File: config.mk
export PLATFORM = sky130hd
export DESIGN_NAME = serial_add_ctrl
export DESIGN_NICKNAME = d
export VERILOG_FILES = /design/src/rtl/serial_add_ctrl.sv
export SDC_FILE = /design/constraint.sdc
export NUM_CORES = 1
export LEC_CHECK = 0
export BUFFER_PORTS_ARGS = -buffer_cell sky130_fd_sc_hd__buf_2
export CAP_MARGIN = 20
export CELL_PAD_IN_SITES_DETAIL_PLACEMENT = 0
export CELL_PAD_IN_SITES_GLOBAL_PLACEMENT = 2
export CORE_MARGIN = 2
export CORE_UTILIZATION = 33
export CTS_BUF_LIST = sky130_fd_sc_hd__clkbuf_16
export DETAILED_ROUTE_END_ITERATION = 8
export PLACE_DENSITY = 0.85
export SYNTH_ARGS = -nofsm -noshare
export SYNTH_HDL_FRONTEND = slang
export SYNTH_HIERARCHICAL = 1
export SYNTH_SLANG_ARGS = --single-unit
File: constraint.sdc
create_clock -name clk -period 2.43 [get_ports clk]
set_clock_uncertainty 0.05 [all_clocks]
set_input_delay 0.1215 -clock clk [delete_from_list [all_inputs] [get_ports clk]]
set_output_delay 0.1215 -clock clk [all_outputs]
set_load 0.005 [all_outputs]
File: src/rtl/serial_add_ctrl.sv
// Bit-serial adder: one full-adder cell walks A+B+Cin from LSB to MSB,
// one bit per clock, with valid/ready handshakes on both sides.

module serial_add_fa (
  input  logic a_i,
  input  logic b_i,
  input  logic c_i,
  output logic s_o,
  output logic c_o
);
  assign s_o = a_i ^ b_i ^ c_i;
  assign c_o = (a_i & b_i) | (a_i & c_i) | (b_i & c_i);
endmodule

module serial_add_ctrl #(
  parameter  int WIDTH = 8,
  localparam int CW    = $clog2(WIDTH)
) (
  input  logic             clk,
  input  logic             rst,
  input  logic             in_valid,
  output logic             in_ready,
  input  logic [WIDTH-1:0] A,
  input  logic [WIDTH-1:0] B,
  input  logic             Cin,
  output logic             out_valid,
  input  logic             out_ready,
  output logic [WIDTH-1:0] Sum,
  output logic             Cout,
  output logic             Ovf,
  output logic             busy
);

  typedef enum logic [1:0] {S_IDLE, S_RUN, S_DONE} state_t;

  state_t           state_q, state_d;
  logic [WIDTH-1:0] a_sh_q, a_sh_d;
  logic [WIDTH-1:0] b_sh_q, b_sh_d;
  logic [WIDTH-1:0] sum_sh_q, sum_sh_d;
  logic [WIDTH-1:0] sum_q, sum_d;
  logic             carry_q, carry_d;
  logic             c_msb_q, c_msb_d;
  logic             cout_q, cout_d;
  logic [CW-1:0]    bit_cnt_q, bit_cnt_d;

  logic fa_s, fa_co;

  serial_add_fa u_fa (
    .a_i (a_sh_q[0]),
    .b_i (b_sh_q[0]),
    .c_i (carry_q),
    .s_o (fa_s),
    .c_o (fa_co)
  );

  always_ff @(posedge clk) begin
    if (rst) begin
      state_q   <= S_IDLE;
      a_sh_q    <= '0;
      b_sh_q    <= '0;
      sum_sh_q  <= '0;
      sum_q     <= '0;
      carry_q   <= 1'b0;
      c_msb_q   <= 1'b0;
      cout_q    <= 1'b0;
      bit_cnt_q <= '0;
    end else begin
      state_q   <= state_d;
      a_sh_q    <= a_sh_d;
      b_sh_q    <= b_sh_d;
      sum_sh_q  <= sum_sh_d;
      sum_q     <= sum_d;
      carry_q   <= carry_d;
      c_msb_q   <= c_msb_d;
      cout_q    <= cout_d;
      bit_cnt_q <= bit_cnt_d;
    end
  end

  always_comb begin
    state_d   = state_q;
    a_sh_d    = a_sh_q;
    b_sh_d    = b_sh_q;
    sum_sh_d  = sum_sh_q;
    sum_d     = sum_q;
    carry_d   = carry_q;
    c_msb_d   = c_msb_q;
    cout_d    = cout_q;
    bit_cnt_d = bit_cnt_q;
    case (state_q)
      S_IDLE: begin
        if (in_valid) begin
          a_sh_d    = A;
          b_sh_d    = B;
          carry_d   = Cin;
          bit_cnt_d = '0;
          state_d   = S_RUN;
        end
      end
      S_RUN: begin
        a_sh_d    = a_sh_q >> 1;
        b_sh_d    = b_sh_q >> 1;
        sum_sh_d  = {fa_s, sum_sh_q[WIDTH-1:1]};
        carry_d   = fa_co;
        bit_cnt_d = bit_cnt_q + CW'(1);
        // Last bit: the carry register still holds the carry into the MSB.
        if (bit_cnt_q == CW'(WIDTH-1)) begin
          c_msb_d = carry_q;
          sum_d   = {fa_s, sum_sh_q[WIDTH-1:1]};
          cout_d  = fa_co;
          state_d = S_DONE;
        end
      end
      S_DONE: begin
        if (out_ready) state_d = S_IDLE;
      end
      default: state_d = S_IDLE;
    endcase
  end

  assign in_ready  = (state_q == S_IDLE);
  assign busy      = (state_q == S_RUN);
  assign out_valid = (state_q == S_DONE);
  assign Sum       = sum_q;
  assign Cout      = cout_q;
  assign Ovf       = c_msb_q ^ cout_q;

endmodule

# Word-level counts from Yosys, hierarchy flattened

Index checks and enable logic that the tools add are counted.

Magnitude comparators: 0
Shifts and indexed selects: 0
Mux-type cells: 12
Multipliers: 0
Bitwise logic cells: 8
Eq/ne operators: 6
Add/subtract/negate cells: 1
Reductions and logical operators: 5
Divide/modulo/power cells: 0

Operator list:

| cell                                                 | number |
|---|---|
| case mux 8 bit (2 select lines)                      | 2 |
| 2-to-1 mux 8 bit                                     | 2 |
| 2-to-1 mux 2 bit                                     | 3 |
| case mux 2 bit (3 select lines)                      | 1 |
| case mux 3 bit (2 select lines)                      | 1 |
| != test 2 x 1 -> 1 bit (second input constant)       | 2 |
| AND reduction 2 bit                                  | 2 |
| adder 3 x 1 -> 3 bit (second input constant)         | 1 |
| bitwise AND 1 bit                                    | 3 |
| equality test 3 bit (second input constant)          | 1 |
| 2-to-1 mux 3 bit                                     | 1 |
| AND reduction 3 bit                                  | 1 |
| bitwise XOR 1 bit                                    | 3 |
| equality test 2 x 1 -> 1 bit (second input constant) | 1 |
| equality test 2 bit (second input constant)          | 1 |
| zero test 2 bit                                      | 1 |
| != test 2 bit (second input constant)                | 1 |
| OR 1 bit                                             | 2 |
| case mux 1 bit (2 select lines)                      | 1 |
| nonzero test 2 bit                                   | 1 |
| 2-to-1 mux 1 bit                                     | 1 |

RAM bits: 0
Output and inout bits: 13
Bits of input ports: 21
Bits in latches: 0
ROM bits: 0
Memories kept: 0
Flip-flop bits (word level): 40

# Longest topological paths before layout

Gate-level depths: netlist of run 1.

Depth after elaboration: 4
Depth in mapped cells: 6
Mapped depth without buffers: 5

# By module

Netlist of run 1, hierarchy kept.

By module, submodules not included:

| module          | cells each | instances | area each (µm²) | sequential area each (µm²) |
|---|---|---|---|---|
| serial_add_ctrl | 195        | 1         | 1567.8          | 780.7 |
| serial_add_fa   | 1          | 1         | 20.0            | 0.0 |

# Worst setup path after synthesis of run 1

No wires, ideal clock.

Kind: register to register
Start point: reg bit_cnt_q[0]
End point: reg cout_q, in the netlist Cout
Stages on the path, launching flop included: 7
Slack: 1.183 ns
Path buffers: 1
Library setup time: 0.071 ns
Arrival time: 1.126 ns
Path through: dfxtp_1 -> ha_1 -> ha_1 -> nand3b_1 -> buf_2 -> nand2_1 -> a21oi_1

Longest elaborated chain between the ends: 2

RTL lines:

| item                                 | line | text |
|---|---|---|
| start: declaration                   | 44   | `logic [CW-1:0] bit_cnt_q, bit_cnt_d;` |
| start signal: assignment             | 76   | `bit_cnt_q <= bit_cnt_d;` |
| equality test 3 bit                  | 107  | `if (bit_cnt_q == CW'(WIDTH-1)) begin` |
| AND reduction 2 bit (no source line) | --   |  |
| end signal: assignment               | 75   | `cout_q <= cout_d;` |
| end: declaration                     | 43   | `logic cout_q, cout_d;` |

No other way between the ends.
A chain may end at the register's enable or synchronous reset.

# Final worst setup path of run 1

Start point: reg bit_cnt_q[0]
End point: reg sum_q[3], in the netlist Sum[3]

Longest elaborated chain between the ends: 2

RTL lines:

| item                                 | line | text |
|---|---|---|
| equality test 3 bit                  | 107  |  |
| AND reduction 2 bit (no source line) | --   |  |
| end signal: assignment               | 72   | `sum_q <= sum_d;` |
| end: declaration                     | 40   | `logic [WIDTH-1:0] sum_q, sum_d;` |

No other way between the ends.

==> reports/metrics.cfg, run 1 <==
[cts]
clk_latency_ns=0.28
cts_made_buffers=5
hold_buffers=0
cts_tree=built
clock_path_buffers=2
cts_resized=0
post-cts-setup-buffers=0
cts_max_level=2
root_buffer=clkbuf_16
clk_pin_slew_ns=0.06
clock_sinks=39

[yosys]
ys_types=30
synth_area_leaders=dfxtp_1 (49%), nor2_1 (12%), a21oi_1 (6.3%), nand2_1 (5.7%), nor4_1 (5.5%)
synthArstFlopShare=0
yosys.area.top_type=dfxtp_1
synth_top_family_by_area=simple AND/OR/NAND/NOR gates
synth_flop_cell=dfxtp_1
synth.area.mux_share=0.0126
synth_top_area_frac=0.492
yosysWarnings=6
ys_seq_area_frac=0.492
synth.avg_cell_area_sq_um=8.10
yosys-top-cells-count=nor2_1 (49), dfxtp_1 (39), nand2_1 (24)
synth-xor-area-share=0.00552
synthAdderAreaFrac=0.0284
yosys.area_share.simple=0.314
synth_edf_count=0
synth-seq-cells=39
synth_compound_gate_area_share=0.0898
yosysMostFrequentCell=nor2_1
synthesis.nets=220
synth_cells=196
synth_area_sq_mm=0.00159

[setup_path]
arrival_ns=1.90
cp_max_fo=12
setup.worst_path.start_class=register
crit_type=reg -> reg
critPathRequiredTime_ns=2.51
end_kind=register

[routing]
via_count=1337
drt-initial-drc-count=69
drc=0
wl_um=3350
ant_nets=0
vias_per_cell=4.84
post_drt_wl_per_cell_um=12.1
first_pass_iters=4

[placed_design]
gp_congestion=0.667
dpl_cell_area_sq_mm=0.00174
dp_hpwl_um=2160
io_buffers=33

[pwr]
totalPowerFinal_mw=1.55
p_leak_nw=0.803
ir_drop_uv=378
power.density_mw_per_mm2=812

[die]
num_rows=25
core_sq_mm=0.00469
dieArea_sq_mm=0.00538
io_pins=34
initial_core_util=0.338
die_height_um=73.4
dieWidth_um=73.4

[sta]
rsz0062_at_grt=no
hold_viol=0
period_share=0.747
slew_viol_final=0
finalSetupViolCount=0
maxSlewHeadroom=0.524
fin_tns_setup_ns=0
worstMarginPinSlew_ns=0.714
max_freq_mhz=551
layout_min_cycle_time_ns=1.81

[grt]
overflow=0
grt.total_usage=0.140
grt_max_degree=40
grt_pass1_vias=1275
grt_pass1_wl_um=5800
antenna_found_initial=0

[layout]
drive_gt1_frac=0.207
final_area_sq_mm=0.00191
fin_nets=245
n_antenna_cell=0
area_growth_pct=20.0

[min_path]
hp-class=in -> reg

[job]
drv_cap=0

[outcome]
status=completed

critical path: stages (launching register included):
cell,delay (ns)
dfxtp_1,0.35
ha_1,0.15
ha_1,0.42
nand3b_1,0.42
nand2_1,0.18
a21oi_1,0.09
cell families (layout without fill, tap and decap cells):
family	count (synthesis)	count (layout)
compound gates	26	26
xor+xnor	1	1
fa+ha+maj	3	3
buf+inv	17	43
flops	39	39
mux	2	2
simple gates	108	108
path summary, 6_finish.rpt:
kind,from,end,cells after the start,slack [ns]
max,bit_cnt_q[0]$_SDFFE_PP0P_,Sum[3]$_SDFFE_PP0P_,5,0.62
min,out_ready,state_q[1]$_SDFFE_PP0P_,3,0.06
min reg2reg,Sum[0]$_SDFFE_PP0P_,Sum[0]$_SDFFE_PP0P_,2,0.40
max reg2reg,bit_cnt_q[0]$_SDFFE_PP0P_,Sum[3]$_SDFFE_PP0P_,5,0.62
layout make-up:
cell class | count | area, sq um
Sequential cell | 39 | 781
Tap cell | 54 | 67.6
Multi-Input combinational cell | 140 | 716
Inverter | 2 | 7.51
Timing Repair Buffer | 33 | 165
Fill cell | 503 | 2790
Clock inverter | 3 | 43.8
Clock buffer | 5 | 125
routing by layer:
metal / routed length, um / vias up / track usage
met3: 163 / 8 / 0.0384
met2: 1480 / 33 / 0.212
met4: 79 / 0 / 0.0788
met5: 0 / - / 0
li1: - / 707 / -
met1: 1630 / 589 / 0.179
layout by cell type, fill, tap and decap left out, types with 2 or more instances in the layout:
cell	n
a21oi_1	20
a22oi_1	2
buf_2	33
clkbuf_16	5
dfxtp_1	39
ha_1	2
mux2i_1	2
nand2_1	24
nand3_1	10
nand3b_1	3
nor2_1	49
nor2b_1	2
nor4_1	14
o21ai_0	2
registers in the layout (all words and copies together), names as in the netlist:
name       count
Cout           1
Sum            8
a_sh_q         8
b_sh_q         8
bit_cnt_q      3
c_msb_q        1
carry_q        1
state_q        2
sum_sh_q       7
per-stage QoR:
| step | cells | util | hold WS (ns) | setup slack, ns |
|---|---|---|---|---|
| after CTS | 276 | 0.406 | 0.0505 | 0.544 |
| after global placement | 268 | 0.370 | 0.355 | 0.595 |
| final | 276 | 0.406 | 0.0578 | 0.615 |
| after detailed placement | 268 | 0.370 | 0.338 | 0.546 |
| after floorplan | 196 | - | 0.232 | 1.18 |
| after global routing | 276 | 0.406 | 0.0774 | 0.397 |
power breakdown:
group	switching [mW]	total, mW	leakage (nW)	internal [mW]
registers	0.0207	0.691	0.319	0.670
logic	0.0698	0.117	0.401	0.0475
clock network	0.256	0.740	0.0838	0.484
total	0.347	1.55	0.803	1.20
Note: power is estimated with default switching activity, not from simulation.
==> inputs of run 2 (changes only) <==
--- a/config.mk
+++ b/config.mk
@@ -10,10 +10,10 @@
 export CELL_PAD_IN_SITES_DETAIL_PLACEMENT = 0
 export CELL_PAD_IN_SITES_GLOBAL_PLACEMENT = 2
 export CORE_MARGIN = 2
-export CORE_UTILIZATION = 33
+export CORE_UTILIZATION = 30
 export CTS_BUF_LIST = sky130_fd_sc_hd__clkbuf_16
 export DETAILED_ROUTE_END_ITERATION = 8
-export PLACE_DENSITY = 0.85
+export PLACE_DENSITY = 0.78
 export SYNTH_ARGS = -nofsm -noshare
 export SYNTH_HDL_FRONTEND = slang
 export SYNTH_HIERARCHICAL = 1
==> constraint.sdc (replaced) <==
create_clock -name clk -period 1.7 [get_ports clk]
set_clock_uncertainty 0.05 [all_clocks]
set_input_delay 0.085 -clock clk [delete_from_list [all_inputs] [get_ports clk]]
set_output_delay 0.085 -clock clk [all_outputs]
set_load 0.005 [all_outputs]
==> reports/metrics.cfg, run 2 (same netlist as run 1, synthesis figures left out) <==
[sta]
finalSetupViolCount=0
hold_viol=0
max_freq_mhz=648
layout_min_cycle_time_ns=1.54
worstMarginPinSlew_ns=0.545
rsz0062_at_grt=no
maxSlewHeadroom=0.637
fin_tns_setup_ns=0
slew_viol_final=0
period_share=0.908

[grt]
grt_max_degree=22
grt_pass1_vias=1298
grt.total_usage=0.127
antenna_found_initial=0
overflow=0
grt_pass1_wl_um=6090

[setup_path]
cp_max_fo=21
crit_path_end=busy
setup.worst_path.start_class=register
crit_path_start=state_q[0]$_SDFFE_PP0P_
worstReg2RegStart=bit_cnt_q[0]$_SDFFE_PP0P_
arrival_ns=1.41
reg2reg_slack_ns=0.25
r2r-end=Cout$_SDFFE_PP0P_
r2r_cells=5
critPathRequiredTime_ns=1.56
crit_type=reg -> out
end_kind=primary output

[cts]
clk_latency_ns=0.28
cts_made_buffers=5
cts_max_level=2
post-cts-setup-buffers=0
hold_buffers=0
cts_resized=0
clock_sinks=39
cts_tree=built
clock_path_buffers=2
clk_pin_slew_ns=0.06
root_buffer=clkbuf_16

[pwr]
ir_drop_uv=467
power.density_mw_per_mm2=1110
p_leak_nw=0.831

[placed_design]
gp_congestion=0.700
dpl_cell_area_sq_mm=0.00180
io_buffers=33
dp.cells=290
dp_hpwl_um=2320

[die]
dieArea_sq_mm=0.00589
dieWidth_um=76.8
io_pins=34
initial_core_util=0.311
core_sq_mm=0.00511
die_height_um=76.8
num_rows=26

[routing]
wl_um=3520
drt-initial-drc-count=108
wl_met1_um=1830
met3_length_um=177
first_pass_iters=4
ant_nets=0
post_drt_wl_per_cell_um=11.9
vias_per_cell=4.58
via_count=1360
dr_wl_met2_um=1490
dr.max_layer_used=met4
drc=0

[min_path]
hold_depth=3
hp-class=in -> reg
min-delay-start=B[1]

[layout]
area_growth_pct=23.5
final_cells=297
final_area_sq_mm=0.00196
final_common_cell=nor2_1
drive_gt1_frac=0.220
utilization=0.384
fin_nets=251
layout_common_cells=nor2_1 (49), dfxtp_1 (39), buf_2 (33)
n_antenna_cell=0

[outcome]
status=completed

[job]
drv_cap=0

run 2: changes by cell type in the layout (fill, tap and decap cells not counted), sizes merged:
cell and delta:
buf +6, clkinv -2, inv +1
run 2: routing by layer:
| layer | track usage | vias up |
|---|---|---|
| met1 | 0.170 | 610 |
| met4 | 0.0273 | 0 |
| li1 | - | 718 |
| met3 | 0.0506 | 4 |
| met2 | 0.193 | 28 |
| met5 | 0 | - |
run 2: through the flow:
step	power (mW)	worst slack [ns]	hold WS, ns
final	2.18	0.157	0.0384
after global routing	2.29	0.0635	0.0367
after CTS	2.22	0.149	0.0291
after detailed placement	1.19	0.272	0.326
after global placement	1.19	0.219	0.324
after floorplan	1.13	0.453	0.195
run 2: power by group:
| part | switching [mW] | internal, mW | total (mW) | leakage (nW) |
|---|---|---|---|---|
| Sequential | 0.0253 | 0.958 | 0.983 | 0.319 |
| Clock | 0.337 | 0.678 | 1.02 | 0.0811 |
| Combinational | 0.108 | 0.0751 | 0.183 | 0.431 |
run 2: critical path: stages, from the launching register on:
cell	delay (ns)
dfxtp_1	0.33
buf_4	0.18
nand2b_4	0.13
inv_2	0.30
buf_2	0.18
run 2: worst min path at each step:
| stage | slack (ns) | to |
|---|---|---|
| floorplan | 0.20 | a_sh_q[7]$_SDFFE_PP0P_ |
| global route | 0.04 | b_sh_q[1]$_SDFFE_PP0P_ |
| detailed placement | 0.33 | b_sh_q[5]$_SDFFE_PP0P_ |
| global placement | 0.32 | b_sh_q[7]$_SDFFE_PP0P_ |
| finish | 0.04 | b_sh_q[1]$_SDFFE_PP0P_ |
| CTS | 0.03 | b_sh_q[7]$_SDFFE_PP0P_ |
run 2: cell type report:
class	count	area, sq um
clock buffers	5	125
repair buffers	39	210
well taps	70	87.6
clock inverters	2	33.8
flip-flops and latches	39	781
multi-input cells	140	716
inverters	2	7.51
fillers	552	3150
==> inputs of run 3 (changes only) <==
--- a/config.mk
+++ b/config.mk
@@ -14,6 +14,7 @@
 export CTS_BUF_LIST = sky130_fd_sc_hd__clkbuf_16
 export DETAILED_ROUTE_END_ITERATION = 8
 export PLACE_DENSITY = 0.78
+export SETUP_SLACK_MARGIN = 0.3
 export SYNTH_ARGS = -nofsm -noshare
 export SYNTH_HDL_FRONTEND = slang
 export SYNTH_HIERARCHICAL = 1
==> reports/metrics.cfg, run 3 (same netlist as run 1, synthesis figures left out) <==
[setup_path]
arrival_ns=1.19
cp_max_fo=21
setup.worst_path.start_class=register
crit_type=reg -> out
end_kind=primary output
critPathRequiredTime_ns=1.56

[outcome]
status=completed

[die]
core_sq_mm=0.00511
initial_core_util=0.311
die_height_um=76.8
dieWidth_um=76.8
dieArea_sq_mm=0.00589
io_pins=34
num_rows=26

[grt]
grt_max_degree=22
overflow=0
grt_pass1_wl_um=6090
antenna_found_initial=0
grt.total_usage=0.127
grt_pass1_vias=1291

[pwr]
power.density_mw_per_mm2=1090
ir_drop_uv=465
totalPowerFinal_mw=2.18
p_leak_nw=0.853

[cts]
cts_made_buffers=5
clk_latency_ns=0.28
clock_sinks=39
root_buffer=clkbuf_16
clock_path_buffers=2
cts_max_level=2
cts_tree=built
clk_pin_slew_ns=0.06

[layout]
layout_common_cells=nor2_1 (49), dfxtp_1 (38), buf_2 (33)
final_area_sq_mm=0.00201
final_common_cell=nor2_1
area_growth_pct=26.6
drive_gt1_frac=0.239
n_antenna_cell=0
fin_nets=254
final_cells=300

[routing]
wl_um=3490
via_count=1373
post_drt_wl_per_cell_um=11.6
drc=0
first_pass_iters=4
vias_per_cell=4.58
drt-initial-drc-count=59
ant_nets=0

[sta]
fin_tns_setup_ns=0
slew_viol_final=0
finalSetupViolCount=0
whs_ns=0.0396
hold_viol=0
layout_min_cycle_time_ns=1.32
rsz0062_at_grt=yes
maxSlewHeadroom=0.737
period_share=0.778
worstMarginPinSlew_ns=0.395
max_freq_mhz=756

[job]
drv_cap=0

[placed_design]
dpl_cell_area_sq_mm=0.00180
dp.cells=290
io_buffers=33
dp_hpwl_um=2320
gp_congestion=0.700

[min_path]
hp-class=in -> reg

==> run 3: final cells by class <==
cell class | count | area (sq um)
Clock buffer | 5 | 125
Clock inverter | 2 | 33.8
Fill cell | 546 | 3100
Inverter | 2 | 20.0
Multi-Input combinational cell | 140 | 724
Sequential cell | 39 | 782
Tap cell | 70 | 87.6
Timing Repair Buffer | 42 | 236
==> run 3: final timing paths <==
| check | from | to | slack [ns] | depth (start not counted) |
|---|---|---|---|---|
| max | state_q[0]$_SDFFE_PP0P_ | busy | 0.38 | 4 |
| min | B[1] | b_sh_q[1]$_SDFFE_PP0P_ | 0.04 | 3 |
| max reg2reg | bit_cnt_q[0]$_SDFFE_PP0P_ | Sum[1]$_SDFFE_PP0P_ | 0.41 | 6 |
| min reg2reg | Sum[0]$_SDFFE_PP0P_ | Sum[0]$_SDFFE_PP0P_ | 0.40 | 2 |
==> run 3: where the power goes <==
group          total [mW]  internal [mW]  switching, mW  leakage [nW]
clock                1.01          0.678          0.330        0.0811
sequential          0.983          0.958         0.0254         0.320
combinational       0.194         0.0831          0.111         0.452
==> run 3: stage by stage <==
stage	worst slack, ns	utilization
after global routing	0.293	0.393
after detailed placement	0.272	0.353
final	0.378	0.393
after global placement	0.219	0.353
after CTS	0.256	0.386
after floorplan	0.453	-
==> run 3: critical path, stage by stage, from the launching register on <==
cell	delay [ns]
dfxtp_1	0.31
buf_4	0.17
nand2b_4	0.16
clkinv_8	0.12
buf_2	0.14
==> run 3: per-layer routing <==
| metal | part of all wire | GRT usage | wire length [um] | vias to the layer above |
|---|---|---|---|---|
| met5 | 0 | 0 | 0 | - |
| met4 | 0.0037 | 0.0273 | 13 | 0 |
| met3 | 0.046 | 0.0506 | 159 | 2 |
| met2 | 0.43 | 0.194 | 1500 | 31 |
| met1 | 0.52 | 0.170 | 1820 | 618 |
| li1 | - | - | - | 722 |
==> run 3: repair_timing <==
action,4_1_cts,5_1_grt
cloned,0,0
buffers inserted,1,2
endpoints found under the hold margin,0,0
hold buffers,0,0
gates resized for setup,2,6
pin swaps,1,0
setup endpoints to repair,26,25
